$ cat config.mk
export PLATFORM = sky130hd
export DESIGN_NAME = count_display_driver
export DESIGN_NICKNAME = d
export VERILOG_FILES = /design/src/rtl/count_display_pkg.sv /design/src/rtl/seg7_decode.sv /design/src/rtl/count_display_driver.sv
export SDC_FILE = /design/constraint.sdc
export NUM_CORES = 1
export LEC_CHECK = 0
export CORE_MARGIN = 2
export CORE_UTILIZATION = 55
export CTS_CLUSTER_SIZE = 12
export DETAILED_ROUTE_END_ITERATION = 12
export HOLD_SLACK_MARGIN = 0.1
export PLACE_DENSITY = 0.71
export SYNTH_ARGS = -nofsm -noshare
export SYNTH_HDL_FRONTEND = slang
export SYNTH_SLANG_ARGS = --single-unit
$ cat constraint.sdc
create_clock -name clk -period 3.6 [get_ports clk]
set_input_delay 0.54 -clock clk [delete_from_list [all_inputs] [get_ports clk]]
set_output_delay 0.54 -clock clk [all_outputs]
set_load 0.02 [all_outputs]
$ cat src/rtl/count_display_pkg.sv
// Shared types and constants for the count display driver: FSM states,
// scan digit indices, active-high 7-segment font and the double-dabble step.
package count_display_pkg;

  typedef enum logic [1:0] {
    IDLE   = 2'd0,
    CONV   = 2'd1,
    UPDATE = 2'd2
  } state_t;

  typedef enum logic [1:0] {
    DIG_ONES  = 2'd0,
    DIG_TENS  = 2'd1,
    DIG_HUNDS = 2'd2
  } digit_t;

  localparam int unsigned CONV_STEPS = 8;

  // Bit order {g,f,e,d,c,b,a}, 1 = lit.
  localparam logic [6:0] SEG_PAT [10] = '{
    7'h3F, 7'h06, 7'h5B, 7'h4F, 7'h66,
    7'h6D, 7'h7D, 7'h07, 7'h7F, 7'h6F
  };

  // Add-3 correction applied to every BCD nibble before each shift.
  function automatic logic [11:0] bcd_adjust(input logic [11:0] b);
    logic [11:0] r;
    r = b;
    for (int unsigned i = 0; i < 3; i++) begin
      if (r[4*i +: 4] >= 4'd5) r[4*i +: 4] = r[4*i +: 4] + 4'd3;
    end
    return r;
  endfunction

endpackage

$ cat src/rtl/seg7_decode.sv
// BCD digit to active-high 7-segment pattern; blank or non-decimal input is unlit.
module seg7_decode
  import count_display_pkg::*;
(
  input  logic [3:0] digit,
  input  logic       blank,
  output logic [6:0] pattern
);

  always_comb begin
    pattern = '0;
    if (!blank && digit <= 4'd9) pattern = SEG_PAT[digit];
  end

endmodule

$ cat src/rtl/count_display_driver.sv
// Converts an 8-bit count to BCD by double-dabble and scans three
// leading-zero-blanked 7-segment digits.
module count_display_driver
  import count_display_pkg::*;
#(
  parameter int unsigned SCAN_DIV       = 4,
  parameter bit          SEG_ACTIVE_LOW = 1'b1
) (
  input  logic       clk,
  input  logic       clr,
  input  logic [7:0] count_in,
  input  logic       load,
  output logic       busy,
  output logic       done,
  output logic [6:0] seg,
  output logic [2:0] an
);

  localparam logic [6:0] SEG_RESET = SEG_ACTIVE_LOW ? ~SEG_PAT[0] : SEG_PAT[0];

  state_t      state;
  logic [7:0]  bin;
  logic [11:0] bcd;
  logic [2:0]  step;
  logic [3:0]  dig_h, dig_t, dig_o;

  assign busy = (state == CONV) || (state == UPDATE);

  always_ff @(posedge clk or negedge clr) begin
    if (!clr) begin
      state <= IDLE;
      bin   <= '0;
      bcd   <= '0;
      step  <= '0;
      dig_h <= '0;
      dig_t <= '0;
      dig_o <= '0;
      done  <= 1'b0;
    end else begin
      done <= 1'b0;
      case (state)
        IDLE: begin
          if (load) begin
            bin   <= count_in;
            bcd   <= '0;
            step  <= '0;
            state <= CONV;
          end
        end
        CONV: begin
          {bcd, bin} <= {bcd_adjust(bcd), bin} << 1;
          step       <= step + 3'd1;
          if (step == 3'(CONV_STEPS - 1)) state <= UPDATE;
        end
        UPDATE: begin
          dig_h <= bcd[11:8];
          dig_t <= bcd[7:4];
          dig_o <= bcd[3:0];
          done  <= 1'b1;
          state <= IDLE;
        end
        default: state <= IDLE;
      endcase
    end
  end

  logic [15:0] div;
  logic        div_tc;
  digit_t      idx, idx_nxt;

  assign div_tc = (div == 16'(SCAN_DIV - 1));

  always_comb begin
    idx_nxt = idx;
    if (div_tc) begin
      case (idx)
        DIG_ONES: idx_nxt = DIG_TENS;
        DIG_TENS: idx_nxt = DIG_HUNDS;
        default:  idx_nxt = DIG_ONES;
      endcase
    end
  end

  // seg/an are registered from the upcoming index so both move on the same edge.
  logic [3:0] sel_digit;
  logic       sel_blank;
  logic [2:0] an_nxt;
  logic [6:0] pattern;

  always_comb begin
    sel_digit = dig_o;
    sel_blank = 1'b0;
    an_nxt    = 3'b001;
    case (idx_nxt)
      DIG_TENS: begin
        sel_digit = dig_t;
        sel_blank = (dig_h == 4'd0) && (dig_t == 4'd0);
        an_nxt    = 3'b010;
      end
      DIG_HUNDS: begin
        sel_digit = dig_h;
        sel_blank = (dig_h == 4'd0);
        an_nxt    = 3'b100;
      end
      default: ;
    endcase
  end

  seg7_decode u_dec (
    .digit   (sel_digit),
    .blank   (sel_blank),
    .pattern (pattern)
  );

  always_ff @(posedge clk or negedge clr) begin
    if (!clr) begin
      div <= '0;
      idx <= DIG_ONES;
      an  <= 3'b001;
      seg <= SEG_RESET;
    end else begin
      div <= div_tc ? '0 : div + 16'd1;
      idx <= idx_nxt;
      an  <= an_nxt;
      seg <= SEG_ACTIVE_LOW ? ~pattern : pattern;
    end
  end

endmodule

==> results_dict.tcl, run 1 <==
set metrics [dict create \
    run_status "finished clean" \
    yosysSeqAreaShare 0.524 \
    drt-total-wl_mm 5.28 \
    drive_above_1_share 0.134 \
    fmax_mhz 300 \
    critPathMaxStageDelay_ns 0.41 \
    h-tree-depth 3 \
    num_vias 2042 \
    syn_area_um2 3160 \
    multiInputGateArea_um2 1420 \
    fin_crit_sh 0.926 \
    worstSkewPairLatency_ns 0.33 \
    synth_flop_cell "dfrtp_1" \
    core_area_um2 5540 \
    ios 23 \
    firstDrtPassIters 4 \
    die_w_um 79.8 \
    setup_tns_ns 0 \
    nets 331 \
    critPathRequiredTime_ns 3.86 \
    antenna_cells 0 \
    ir_drop_uv 390 \
    grt.overflow.total 0 \
    crit_buf_inv 0 \
    setup-violations-final 0 \
    critPathArrivalTime_ns 3.59 \
    synth_most_common_cell "dfrtp_1" \
    yosysWarnings 0 \
    avgViaCountPerCell 5.40 \
    numClockSinks 66 \
    ant_nets 0 \
    dieArea_um2 6370 \
    port_buffers 22 \
    synthTopCellsByCount "64 x dfrtp_1, 20 x nand2_1, 19 x ha_1" \
    grt_max_degree 44 \
    async_flop_share 1.00 \
    cp_top_family "simple AND/OR/NAND/NOR gates" \
    grt_pass1_vias 2038 \
    cts_tree "built" \
    netlist.top_cell.by_area "dfrtp_1" \
    fp-row-count 27 \
    drv_slew 0 \
    routedWlPerCell_um 14.0 \
    remaining_drc_errors 0 \
    synth_nets 302 \
    clk_path_buf_depth 2 \
    cts_made_buffers 9 \
    path_max_fanout 11 \
    hpwl_mm 3.74 \
    relSlewSlack 0.400 \
    root_buffer "clkbuf_8" \
    crit_slowest_cell "ha_1" \
    grt_pass1_wl_mm 9.49 \
    synth-edff-count 0 \
    antenna_found_initial 0 \
    critPathLaunchType "register" \
    cts.hold.buffers_added 0 \
    start_util 0.570 \
    gp_congestion 0.773 \
    regArea_um2 1650 \
    synth_area_leaders "dfrtp_1 51%, ha_1 7.5%, mux2_2 5.0%" \
    drv_cap 0 \
    crit_type "reg2reg" \
    hp-class "in2async" \
    path_cells "ha_1, nor4b_1, nand4_1, mux2_2, ha_1, a221o_1, and2_0, ha_1, or3_1, o211ai_2" \
    area_delta_synth_final_pct 14.9 \
    p_leak_uw 0.00171 \
    rsz0062_at_grt "false" \
    avgSynthCellArea_um2 11.6 \
    synth_cells 272 \
    yosys.area.top_type_share 0.507 \
    clkTransAtPathRegs_ns 0.07 \
    power_density_nw_per_um2 636 \
    worst_slew_pin_slew_ns 0.899 \
    p_total_uw 2310 \
    post-route-min-period_ns 3.33 \
    place_ws_ns 0.263 \
    timing.final.ws_setup_ns 0.266 \
    skew_ns 0.00724 \
    final_hold_viol_count 0 \
    end_kind "register" \
    ys_seq_elements 66 \
    dieHeight_um 79.8 \
    track_usage 0.192 \
    path_common_cell "ha_1" \
    num-fill-cells 452 \
    drtIter0Drc 74 \
    ys_types 45 \
]
## area by class of cell
class | instances | share of cell area
clock buffer | 11 | 0.0390
clock inverter | 5 | 0.00828
inverter | 14 | 0.0145
multi-input combinational | 185 | 0.392
sequential | 66 | 0.456
tap | 72 | 0.0248
timing repair buffer | 25 | 0.0655
## cell usage in the layout, fill, tap and decap left out, drive strengths merged, types with 9 or more instances in the layout
cell type and n:
a21oi 9, clkdlybuf4s50 21, nand2 20, clkbuf 11, xnor2 11, mux2i 11
o21ai 16, ha 19, mux2 14, inv 14, dfrtp 64
## what timing repair did
item                       in CTS  in global routing
setup endpoints to repair       0                  2
setup buffers                   0                  1
resized for setup               0                  1
## state kept, by name, indices dropped and copies added (netlist names)
register / cells
an: 3
seg: 7
dig_h: 4
state: 2
dig_t: 4
step: 3
bcd: 12
div: 16
dig_o: 4
idx: 2
done: 1
bin: 8
## logic make-up (layout without fill, tap and decap cells)
| group | after synthesis | count (layout) | share of synthesized area |
|---|---|---|---|
| AO/OA/AOI/OAI | 53 | 53 | 0.121 |
| XOR/XNOR | 19 | 19 | 0.0527 |
| adder cells (fa/ha/maj) | 19 | 19 | 0.0752 |
| buffers and inverters | 21 | 55 | 0.0277 |
| flip-flops | 66 | 66 | 0.524 |
| multiplexers | 25 | 25 | 0.0848 |
| AND/OR/NAND/NOR | 69 | 69 | 0.115 |
## metrics by stage
stage / hold WS (ns) / utilization / cell area, um2 / std cells
2_1_floorplan: 0.244 / - / 3160 / 272
3_3_place_gp: 0.437 / 0.622 / 3440 / 361
3_5_place_dp: 0.453 / 0.622 / 3440 / 361
4_1_cts: 0.367 / 0.653 / 3620 / 377
5_1_grt: 0.442 / 0.655 / 3630 / 378
6_report: 0.336 / 0.655 / 3630 / 378
## final timing paths
kind	cells past startpoint	start	to	slack (ns)
max	10	div[0]	seg[3]	0.27
min in group clk	1	div[0]	div[0]	0.46
min reg2reg	1	div[0]	div[0]	0.46
max in group asynchronous	2	clr	bcd[5]	2.41
min	1	clr	div[15]	0.34
max reg2reg	10	div[0]	seg[3]	0.27
## where the power goes
part	internal (uW)	total (uW)	switching, uW	leakage [uW]
Combinational	341	757	416	0.000733
Clock	265	541	276	0.0000851
Sequential	899	1010	113	0.000889
Total	1500	2310	805	0.00171
## per-layer routing
| metal | vias up | GRT usage | share of wire |
|---|---|---|---|
| met5 | - | 0 | 0 |
| met4 | 0 | 0.0864 | 0.019 |
| met3 | 8 | 0.0339 | 0.023 |
| li1 | 1026 | - | - |
| met1 | 987 | 0.260 | 0.50 |
| met2 | 21 | 0.304 | 0.46 |
Power figures use the tool's default switching activity.
==> inputs of run 2 (changes only) <==
--- a/config.mk
+++ b/config.mk
@@ -10,6 +10,7 @@
 export CTS_CLUSTER_SIZE = 12
 export DETAILED_ROUTE_END_ITERATION = 12
 export HOLD_SLACK_MARGIN = 0.1
+export MAX_ROUTING_LAYER = met4
 export PLACE_DENSITY = 0.71
 export SYNTH_ARGS = -nofsm -noshare
 export SYNTH_HDL_FRONTEND = slang
==> run 2 against run 1 <==
Effect of this change:
- critical path depth unchanged
- clock power about the same
- flip-flop and latch count unchanged
- cell area unchanged
- clock skew about the same
- non-clock buffer count unchanged
- sequential power about the same
- via count up 0.29%
- combinational power about the same
- utilization unchanged
- largest cell class unchanged
==> results_dict.tcl, run 2 (same netlist as run 1, synthesis figures left out) <==
set metrics [dict create \
    skew_ns 0.00724 \
    drv_slew 0 \
    switchingPower_uw 804 \
    hp-class "in2async" \
    dieHeight_um 79.8 \
    power_density_nw_per_um2 636 \
    final_util 0.655 \
    crit_type "reg2reg" \
    antenna_cells 0 \
    worstSkewPairLatency_ns 0.33 \
    gp_congestion 0.784 \
    setup-violations-final 0 \
    fin_crit_sh 0.926 \
    largest_reg_flops 16 \
    num-fill-cells 452 \
    dieArea_um2 6370 \
    hpwl_mm 3.74 \
    routedWlPerCell_um 13.9 \
    wl_met2_mm 2.43 \
    intPower_uw 1500 \
    remaining_drc_errors 0 \
    run_status "finished clean" \
    cts_made_buffers 9 \
    path_max_fanout 11 \
    drt-total-wl_mm 5.26 \
    start_util 0.570 \
    wirelength_met1_mm 2.60 \
    drv_cap 0 \
    largest_register "div" \
    num_vias 2048 \
    grt_pass1_wl_mm 9.48 \
    avgViaCountPerCell 5.42 \
    firstDrtPassIters 4 \
    maxUsedRoutingLayer "met4" \
    track_usage 0.197 \
    end_kind "register" \
    grt.overflow.total 0 \
    p_clk_frac 0.234 \
    core_area_um2 5540 \
    port_buffers 22 \
    grt_pass1_vias 2040 \
    area_delta_synth_final_pct 14.9 \
    seq_power_share 0.438 \
    setup_tns_ns 0 \
    clkTransAtPathRegs_ns 0.07 \
    post-route-min-period_ns 3.33 \
    wl_met3_um 124 \
    die_w_um 79.8 \
    top_regs "div (16), bcd (12), bin (8)" \
    critPathArrivalTime_ns 3.59 \
    final_cell_mix "64 x dfrtp_1, 21 x clkdlybuf4s50_1, 20 x nand2_1" \
    power_frac_comb 0.328 \
    critPathRequiredTime_ns 3.86 \
    final_hold_viol_count 0 \
    root_buffer "clkbuf_8" \
    ios 23 \
    numClockSinks 66 \
    h-tree-depth 3 \
    critPathLaunchType "register" \
    swShare 0.348 \
    fmax_mhz 300 \
    fp-row-count 27 \
    rsz0062_at_grt "false" \
    ant_nets 0 \
    mostFrequentLayoutCell "dfrtp_1" \
    drtIter0Drc 73 \
    drive_above_1_share 0.134 \
    worst_slew_pin_slew_ns 0.899 \
    grt_max_degree 44 \
    ir_drop_uv 389 \
    p_leak_uw 0.00171 \
    relSlewSlack 0.400 \
    antenna_found_initial 0 \
    nets 331 \
    cts_tree "built" \
    clk_path_buf_depth 2 \
]
run 2: cell counts in the layout (fill, tap and decap cells not counted):
No cell type changed its count.
run 2: power by group through the flow:
stage | combinational (uW) | sequential, uW | clock, uW
floorplan | 567 | 1010 | 0
global placement | 747 | 1020 | 0
detailed placement | 765 | 1020 | 0
CTS | 768 | 1010 | 557
global route | 866 | 1030 | 582
finish | 756 | 1010 | 541
run 2: repair_timing:
item,in CTS,in global routing
hold buffers,0,0
buffers inserted,0,1
setup endpoints to repair,0,2
gates resized for setup,0,1
run 2: worst max-delay path, stage by stage, from the launching register on:
cell and delay [ns]:
dfrtp_1 0.37, ha_1 0.24, nor4b_1 0.26, nand4_1 0.26, mux2_2 0.38, ha_1 0.41
a221o_1 0.31, and2_0 0.25, ha_1 0.23, or3_1 0.40, o211ai_2 0.16
run 2: stage by stage:
stage	power [uW]	cells	instance area, um2	hold slack (ns)	worst slack (ns)
3_5_place_dp	1790	361	3440	0.453	0.263
6_report	2310	378	3630	0.336	0.266
5_1_grt	2480	378	3630	0.442	0.0198
4_1_cts	2340	377	3620	0.367	0.235
3_3_place_gp	1770	361	3440	0.437	0.340
2_1_floorplan	1580	272	3160	0.244	0.439
run 2: metal layers:
| layer | vias up | GRT usage |
|---|---|---|
| met3 | 8 | 0.0339 |
| met5 | - | - |
| li1 | 1028 | - |
| met4 | 0 | 0.0864 |
| met2 | 23 | 0.304 |
| met1 | 989 | 0.259 |
run 2: area by class of cell:
cell class | count | area (um2) | share of cell area
clock buffer | 11 | 141 | 0.0390
tap | 72 | 90.1 | 0.0248
clock inverter | 5 | 30.0 | 0.00828
multi-input combinational | 185 | 1420 | 0.392
inverter | 14 | 52.6 | 0.0145
sequential | 66 | 1650 | 0.456
timing repair buffer | 25 | 238 | 0.0655
run 2: path summary, 6_finish.rpt:
kind	from	end	slack, ns	cells after the start
setup / recovery	div[0]	seg[3]	0.27	10
setup reg to reg	div[0]	seg[3]	0.27	10
hold / removal	clr	div[15]	0.34	1
min in group clk	div[0]	div[0]	0.46	1
hold reg to reg	div[0]	div[0]	0.46	1
max in group asynchronous	clr	bcd[5]	2.41	2
==> inputs of run 3 (changes only) <==
--- a/config.mk
+++ b/config.mk
@@ -5,9 +5,7 @@
 export SDC_FILE = /design/constraint.sdc
 export NUM_CORES = 1
 export LEC_CHECK = 0
-export CORE_MARGIN = 2
 export CORE_UTILIZATION = 55
-export CTS_CLUSTER_SIZE = 12
 export DETAILED_ROUTE_END_ITERATION = 12
 export HOLD_SLACK_MARGIN = 0.1
 export MAX_ROUTING_LAYER = met4
==> run 3 against run 2 <==
Effect of this change:
- worst hold slack got worse by 0.20 ns
- wire length fell by 1.3%
- combinational power barely moved
- non-clock buffer count did not move
- critical endpoint unchanged
- largest cell class unchanged
==> results_dict.tcl, run 3 (same netlist as run 1, synthesis figures left out) <==
set metrics [dict create \
    run_status "finished clean" \
    ios 23 \
    relSlewSlack 0.588 \
    root_buffer "clkbuf_8" \
    drv_cap 0 \
    crit_type "reg2reg" \
    critPathRequiredTime_ns 3.87 \
    largest_register "div" \
    path_max_fanout 11 \
    worstReg2RegEnd "seg[3]" \
    cts.hold.buffers_added 0 \
    drtIter0Drc 84 \
    dpl_cell_area_um2 3440 \
    grt_pass1_wl_mm 9.09 \
    final_hold_viol_count 0 \
    worstSkewPairLatency_ns 0.34 \
    critical_path.startpoint "div[0]" \
    skew_ns 0.00779 \
    die_w_um 77.8 \
    reg2reg_depth 10 \
    fin_crit_sh 0.924 \
    cts_tree "built" \
    remaining_drc_errors 0 \
    drv_slew 0 \
    hpwl_mm 3.58 \
    critPathLaunchType "register" \
    grt_pass1_vias 1978 \
    grt.overflow.total 0 \
    setup_tns_ns 0 \
    cts_made_buffers 9 \
    firstDrtPassIters 4 \
    ir_drop_uv 370 \
    worst_slew_pin_slew_ns 0.618 \
    antenna_cells 0 \
    antenna_found_initial 0 \
    postLayoutCellArea_um2 3630 \
    dieHeight_um 77.8 \
    grt_max_degree 46 \
    start_util 0.574 \
    num_vias 2045 \
    post-route-min-period_ns 3.33 \
    crit_end "seg[3]" \
    avgViaCountPerCell 5.41 \
    clkTransAtPathRegs_ns 0.07 \
    largest_reg_flops 16 \
    drt-total-wl_mm 5.19 \
    critPathArrivalTime_ns 3.60 \
    track_usage 0.203 \
    nets 331 \
    drive_above_1_share 0.137 \
    mostFrequentLayoutCell "dfrtp_1" \
    r2r_start "div[0]" \
    end_kind "register" \
    p_leak_uw 0.00171 \
    hp-class "in2async" \
    ant_nets 0 \
    rsz0062_at_grt "false" \
    routedWlPerCell_um 13.7 \
    final_cell_mix "64 x dfrtp_1, 21 x clkdlybuf4s50_1, 20 x nand2_1" \
    top_regs "div (16), bcd (12), bin (8)" \
    area_delta_synth_final_pct 14.9 \
    reg2reg_slack_ns 0.27 \
    clk_path_buf_depth 2 \
    core_area_um2 5510 \
    dieArea_um2 6050 \
    fp-row-count 27 \
    setup-violations-final 0 \
    port_buffers 22 \
    h-tree-depth 3 \
    gp_congestion 0.785 \
    fmax_mhz 300 \
    power_density_nw_per_um2 636 \
    numClockSinks 66 \
]
[run 3: cell count changes in the layout (fill, tap and decap cells not counted)]
cell,change
ha_1,-1
ha_2,+1
[run 3: worst max-delay path, cell delays in order (launching register included)]
cell and delay [ns]:
dfrtp_1 0.37, ha_1 0.24, nor4b_1 0.26, nand4_1 0.27
mux2_2 0.39, ha_2 0.44, or2b_1 0.26, and2_0 0.23
ha_1 0.23, or3_1 0.40, o211ai_2 0.16
[run 3: how the worst min path moves through the flow]
stage | startpoint | end | cells past startpoint | slack (ns)
5_1_grt | clr | div[5] | 1 | 0.17
3_3_place_gp | div[0] | div[0] | 1 | 0.44
2_1_floorplan | clr | an[1] | 0 | 0.24
3_5_place_dp | div[0] | div[0] | 1 | 0.46
4_1_cts | clr | div[5] | 1 | 0.14
6_report | clr | div[5] | 1 | 0.14
[run 3: layout make-up]
| type | instances | area, um2 |
|---|---|---|
| clock inverter | 5 | 30.0 |
| clock buffer | 11 | 141 |
| multi-input combinational | 185 | 1430 |
| inverter | 14 | 52.6 |
| timing repair buffer | 25 | 238 |
| sequential | 66 | 1650 |
| fill | 439 | 1880 |
| tap | 72 | 90.1 |
[run 3: metal layers]
layer,share of wire,global-route usage,vias up,wire length [um]
li1,-,-,1026,-
met3,0.031,0.0529,8,161
met2,0.46,0.297,30,2390
met1,0.49,0.262,981,2560
met4,0.016,0.0962,0,85
met5,0,-,-,0
[run 3: report_power, final]
| group | total (uW) | switching [uW] | internal (uW) |
|---|---|---|---|
| logic | 756 | 415 | 341 |
| registers | 1010 | 108 | 899 |
| clock network | 546 | 281 | 265 |
| total | 2310 | 805 | 1500 |
[run 3: timing repair]
item	4_1_cts	5_1_grt
gates resized for setup	0	2
endpoints found under the setup margin	0	2
endpoints found under the hold margin	0	0
buffers inserted	0	1
[run 3: through the flow]
step	power (uW)	std cells	util	setup slack (ns)	hold slack, ns
final	2310	378	0.659	0.272	0.140
after global routing	2480	378	0.659	0.0308	0.166
after CTS	2340	377	0.657	0.168	0.141
after detailed placement	1780	361	0.626	0.187	0.458
after global placement	1770	361	0.626	0.347	0.436
after floorplan	1580	272	-	0.439	0.244
